**src/rtl/hilo_div_sequencer.sv**
```systemverilog
// hilo_div_sequencer: iterative restoring divider for DIV/DIVU beside the EX ALU.
// Stalls the front of the pipeline while iterating, then presents
// {remainder, quotient} with one-cycle HI/LO write strobes.
module hilo_div_sequencer #(
    parameter int WIDTH = 32
) (
    input  logic               Clk,
    input  logic               Rst_n,
    input  logic               StartIn,
    input  logic               SignedIn,
    input  logic [WIDTH-1:0]   DividendIn,
    input  logic [WIDTH-1:0]   DivisorIn,
    input  logic               FlushIn,
    output logic               BusyOut,
    output logic               StallOut,
    output logic               DoneOut,
    output logic               DivZeroOut,
    output logic               HiWriteOut,
    output logic               LoWriteOut,
    output logic [2*WIDTH-1:0] ALU64ResultOut
);

    localparam int CNT_W = $clog2(WIDTH);

    typedef enum logic [2:0] {
        S_IDLE,
        S_PREP,
        S_ITER,
        S_FIX,
        S_DONE
    } state_t;

    // Control state (reset)
    state_t             r_state;
    logic [CNT_W-1:0]   r_cnt;
    logic               r_busy;
    logic               r_done;
    logic               r_divzero;
    logic [2*WIDTH-1:0] r_result;

    // Datapath state (no reset; always written before it is read)
    logic                    r_signed;
    logic signed [WIDTH-1:0] r_dvd;
    logic signed [WIDTH-1:0] r_dvs;
    logic [WIDTH:0]          r_mdvs;
    logic [WIDTH-1:0]        r_rem;
    logic [WIDTH-1:0]        r_quo;
    logic                    r_qneg;
    logic                    r_rneg;
    logic                    r_dz;

    logic                    w_accept;
    logic [WIDTH:0]          w_shift;
    logic                    w_ge;
    logic                    w_last;
    logic [WIDTH-1:0]        w_q_fix;
    logic [WIDTH-1:0]        w_r_fix;

    // Magnitude in WIDTH+1 bits so the most negative value maps to 2^(WIDTH-1).
    function automatic logic [WIDTH:0] f_mag(input logic [WIDTH-1:0] v, input logic take);
        if (take && v[WIDTH-1])
            f_mag = -{1'b1, v};
        else
            f_mag = {1'b0, v};
    endfunction

    // Conditional two's-complement negation used for the final sign fix-up.
    function automatic logic [WIDTH-1:0] f_neg_if(input logic [WIDTH-1:0] v, input logic neg);
        f_neg_if = neg ? -v : v;
    endfunction

    assign w_accept = StartIn && !FlushIn && (r_state == S_IDLE || r_state == S_DONE);
    assign w_shift  = {r_rem, r_quo[WIDTH-1]};
    assign w_ge     = (w_shift >= r_mdvs);
    assign w_last   = (r_cnt == CNT_W'(WIDTH - 1));
    assign w_q_fix  = r_dz ? '1 : f_neg_if(r_quo, r_qneg);
    assign w_r_fix  = r_dz ? r_dvd : f_neg_if(r_rem, r_rneg);

    // Sequencer FSM with registered busy/done/divide-by-zero flags and result register.
    always_ff @(posedge Clk or negedge Rst_n) begin
        if (!Rst_n) begin
            r_state   <= S_IDLE;
            r_cnt     <= '0;
            r_busy    <= 1'b0;
            r_done    <= 1'b0;
            r_divzero <= 1'b0;
            r_result  <= '0;
        end else begin
            r_done    <= 1'b0;
            r_divzero <= 1'b0;
            if (FlushIn) begin
                r_state <= S_IDLE;
                r_busy  <= 1'b0;
            end else begin
                case (r_state)
                    S_IDLE, S_DONE: begin
                        if (StartIn) begin
                            r_state <= S_PREP;
                            r_busy  <= 1'b1;
                        end else begin
                            r_state <= S_IDLE;
                            r_busy  <= 1'b0;
                        end
                    end
                    S_PREP: begin
                        r_state <= S_ITER;
                        r_cnt   <= '0;
                    end
                    S_ITER: begin
                        r_cnt <= r_cnt + 1'b1;
                        if (w_last)
                            r_state <= S_FIX;
                    end
                    S_FIX: begin
                        r_state   <= S_DONE;
                        r_result  <= {w_r_fix, w_q_fix};
                        r_done    <= 1'b1;
                        r_divzero <= r_dz;
                    end
                    default: begin
                        r_state <= S_IDLE;
                        r_busy  <= 1'b0;
                    end
                endcase
            end
        end
    end

    // Operand capture, magnitude/sign preparation and one restoring step per ITER cycle.
    always_ff @(posedge Clk) begin
        case (r_state)
            S_IDLE, S_DONE: begin
                if (w_accept) begin
                    r_signed <= SignedIn;
                    r_dvd    <= DividendIn;
                    r_dvs    <= DivisorIn;
                end
            end
            S_PREP: begin
                r_quo  <= WIDTH'(f_mag(r_dvd, r_signed));
                r_mdvs <= f_mag(r_dvs, r_signed);
                r_rem  <= '0;
                r_qneg <= r_signed && (r_dvd[WIDTH-1] ^ r_dvs[WIDTH-1]);
                r_rneg <= r_signed && r_dvd[WIDTH-1];
                r_dz   <= (r_dvs == '0);
            end
            S_ITER: begin
                r_rem <= w_ge ? WIDTH'(w_shift - r_mdvs) : WIDTH'(w_shift);
                r_quo <= {r_quo[WIDTH-2:0], w_ge};
            end
            default: ;
        endcase
    end

    assign BusyOut        = r_busy;
    assign StallOut       = (r_state == S_IDLE && StartIn && !FlushIn) ||
                            r_state == S_PREP || r_state == S_ITER || r_state == S_FIX;
    assign DoneOut        = r_done;
    assign HiWriteOut     = r_done;
    assign LoWriteOut     = r_done;
    assign DivZeroOut     = r_divzero;
    assign ALU64ResultOut = r_result;

endmodule

```
**config.mk**
```make
export PLATFORM = sky130hd
export DESIGN_NAME = hilo_div_sequencer
export DESIGN_NICKNAME = d
export VERILOG_FILES = /design/src/rtl/hilo_div_sequencer.sv
export SDC_FILE = /design/constraint.sdc
export NUM_CORES = 1
export LEC_CHECK = 0
export BUFFER_PORTS_ARGS = -buffer_cell sky130_fd_sc_hd__buf_2
export CAP_MARGIN = 20
export CORE_UTILIZATION = 40
export DETAILED_ROUTE_END_ITERATION = 8
export PLACE_DENSITY = 0.57
export SLEW_MARGIN = 0
export SYNTH_ARGS = -nofsm -noshare
export SYNTH_HDL_FRONTEND = slang
export SYNTH_SLANG_ARGS = --single-unit
```
**constraint.sdc**
```tcl
create_clock -name Clk -period 7.9 [get_ports Clk]
set_input_delay 0.395 -clock Clk [delete_from_list [all_inputs] [get_ports Clk]]
set_output_delay 0.395 -clock Clk [all_outputs]
set_load 0.01 [all_outputs]
```
==> results.tsv <==
metric	value	unit
yosysMostFrequentCell	edfxtp_1	
post-place-ws	3.74	ns
hpwlAfterDp	23900	µm
finalWorstSetupSlack	3.75	ns
path_clk_slew	0.06	ns
design_area	16000	µm²
skew	0.0194	ns
portBuffers	138	
hold_violations	0	
routed_wl	33000	µm
area_growth	20.7	%
vias	10000	
final_util	0.491	
gr-usage-all-layers	0.198	
synthFlopType	edfxtp_1	
wl_per_cell	16.8	µm
grt_max_degree	76	
cellLeakagePower	0.00667	µW
drive_gt1_frac	0.150	
cp_data_arrival_time	4.47	ns
timing.final.setup_violations	0	
synth_nets	1422	
cp_max_fo	23	
synth_edf_count	165	
ys_ff_latch	240	
overflow	0	
synthArstFlopShare	0.313	
period_share	0.525	
root_buffer	clkbuf_16	
r2r-end	r_rem[10]	
antenna_left	0	
synthTopCellsByArea	edfxtp_1 (37%), dfrtp_1 (14%), xor2_1 (6.2%)	
die_area	33900	µm²
clock-sinks	240	
die_h	184	µm
crit_slowest_cell	a211o_1	
yosys.area.top_type_share	0.373	
drv_cap	0	
placed_area	14300	µm²
irDropWorstVdd	0.000171	V
cpLargestDelayFamily	compound AO/OA/AOI/OAI gates	
crit_start	r_rem[3]	
finalPower	3780	µW
crit_chain	ha_1, a21o_1, a31o_2, o21ai_0, nand3_1, a21oi_1, o31a_1, a211o_1, buf_4, nor4_1, or3_1	
fin_nets	1608	
synth_area	13300	µm²
viasPerCell	5.11	
syn_inst	1313	
yosysWarningCount	0	
rsz0062_at_grt	false	
reg2reg_depth	11	
cts_tree	yes	
start_util	0.407	
crit_required	8.22	ns
yosys.area.top_type	edfxtp_1	
remaining_drc_errors	0	
worstHoldPathType	in2reg	
synthTopCellsByCount	edfxtp_1 (165), nor2_1 (141), a21oi_1 (126)	
critPathMaxStageDelay	0.69	ns
grt_pass1_vias	9868	
crit_buf_inv	1	
synth_cell_type_count	71	
power_density	236	nW/µm²
status	completed	
worstSetupPathType	reg2reg	
place_congestion	0.854	
holdPathEnd	r_dvs[22]	
io_pins	139	
start_kind	register	
grt_pass1_wl	52600	µm
dr.pass1.iters	5	
hp-start	DivisorIn[22]	
fillCellCount	3050	
placementRows	66	
antenna_found_initial	0	
slew_viol_final	0	
cts-htree-levels	1	
tightest_slew	1.03	ns
rrSetupSlack	3.75	ns
cts_resized	0	
syn_area_per_cell	10.1	µm²
clockBufferDepth	3	
timing.rr.start	r_rem[3]	
yosysSeqAreaShare	0.515	
antenna_cells	0	
drt_iter0_drc	591	
fin_setup_tns	0	ns
fmax	0.241	GHz
core	32600	µm²
cts-buffers-inserted	29	
hold_depth	1	
min_period	4.15	ns
die_w	184	µm
cp-end-kind	register	
clock_latency	0.57	ns
relSlewSlack	0.310	
-- how the worst max path moves through the flow --
stage / end / slack, ns / depth (start not counted)
floorplan: r_dvd[0] / 2.35 / 2
global placement: r_rem[10] / 3.80 / 11
detailed placement: r_rem[10] / 3.74 / 11
CTS: r_rem[10] / 3.72 / 11
global route: r_rem[10] / 3.53 / 11
finish: r_rem[10] / 3.75 / 11
-- kinds of logic (layout without fill, tap and decap cells) --
kind of cell | Yosys count | after routing | synth area share
fa+ha+maj | 40 | 40 | 0.0383
mux | 27 | 27 | 0.0205
xor+xnor | 145 | 145 | 0.0957
compound gates | 322 | 322 | 0.141
flops | 240 | 240 | 0.515
simple gates | 419 | 419 | 0.151
buf+inv | 119 | 328 | 0.0387
other cells | 1 | 1 | 0.000283
-- state kept, by name (all words and copies together) (netlist names), 3 cells and up --
| signal | count |
|---|---|
| ALU64ResultOut | 64 |
| r_state | 3 |
| r_mdvs | 33 |
| r_quo | 32 |
| r_rem | 32 |
| r_cnt | 5 |
| r_dvs | 32 |
| r_dvd | 32 |
-- per-layer routing --
metal	track usage	part of all wire
met1	0.262	0.45
met2	0.341	0.48
met3	0.0298	0.045
met4	0.0427	0.020
met5	0	0
-- worst register-to-register path, cell delays in order (launching register included) --
cell	delay, ns
edfxtp_1	0.50
ha_1	0.40
a21o_1	0.20
a31o_2	0.22
o21ai_0	0.32
nand3_1	0.13
a21oi_1	0.28
o31a_1	0.27
a211o_1	0.69
buf_4	0.44
nor4_1	0.09
or3_1	0.37
-- layout make-up --
class	instances	area, µm²	share of cell area
Clock inverter	24	299	0.0187
Multi-Input combinational cell	954	5940	0.371
Sequential cell	240	6830	0.426
Inverter	61	229	0.0143
Timing Repair Buffer	213	1430	0.0895
Clock buffer	30	729	0.0455
Tap cell	442	553	0.0345
-- report_power, final --
group / switching [µW] / internal (µW)
Clock: 540 / 871
Combinational: 401 / 309
Sequential: 132 / 1530
Total: 1070 / 2710
-- layout by cell type, fill, tap and decap left out, drive strengths merged, types with 8 or more instances in the layout --
cell / instances
clkbuf: 30
edfxtp: 165
o21ai: 112
ha: 39
nand4: 10
or2: 9
o41ai: 10
a21o: 8
nand2b: 14
dfrtp: 75
a21oi: 126
nor2: 142
dlygate4sd3: 63
buf: 150
mux2i: 26
inv: 61
xnor2: 51
o31ai: 27
nor2b: 9
or3: 15
nand3: 19
nand2: 118
nor4: 8
a31oi: 8
clkinv: 15
and3: 18
xor2: 94
or4: 16
nor3: 22
-- through the flow --
| stage | hold slack, ns | cells |
|---|---|---|
| detailed placement | 0.470 | 1846 |
| global placement | 0.466 | 1846 |
| CTS | 0.000296 | 1961 |
| floorplan | 0.0994 | 1313 |
| global route | 0.00292 | 1964 |
| finish | 0.0307 | 1964 |
-- timing repair --
item / 4_1_cts / 5_1_grt
buffers inserted: 0 / 0
hold buffers: 61 / 2
endpoints found under the hold margin: 61 / 20
Note: power is estimated with default switching activity, not from simulation.
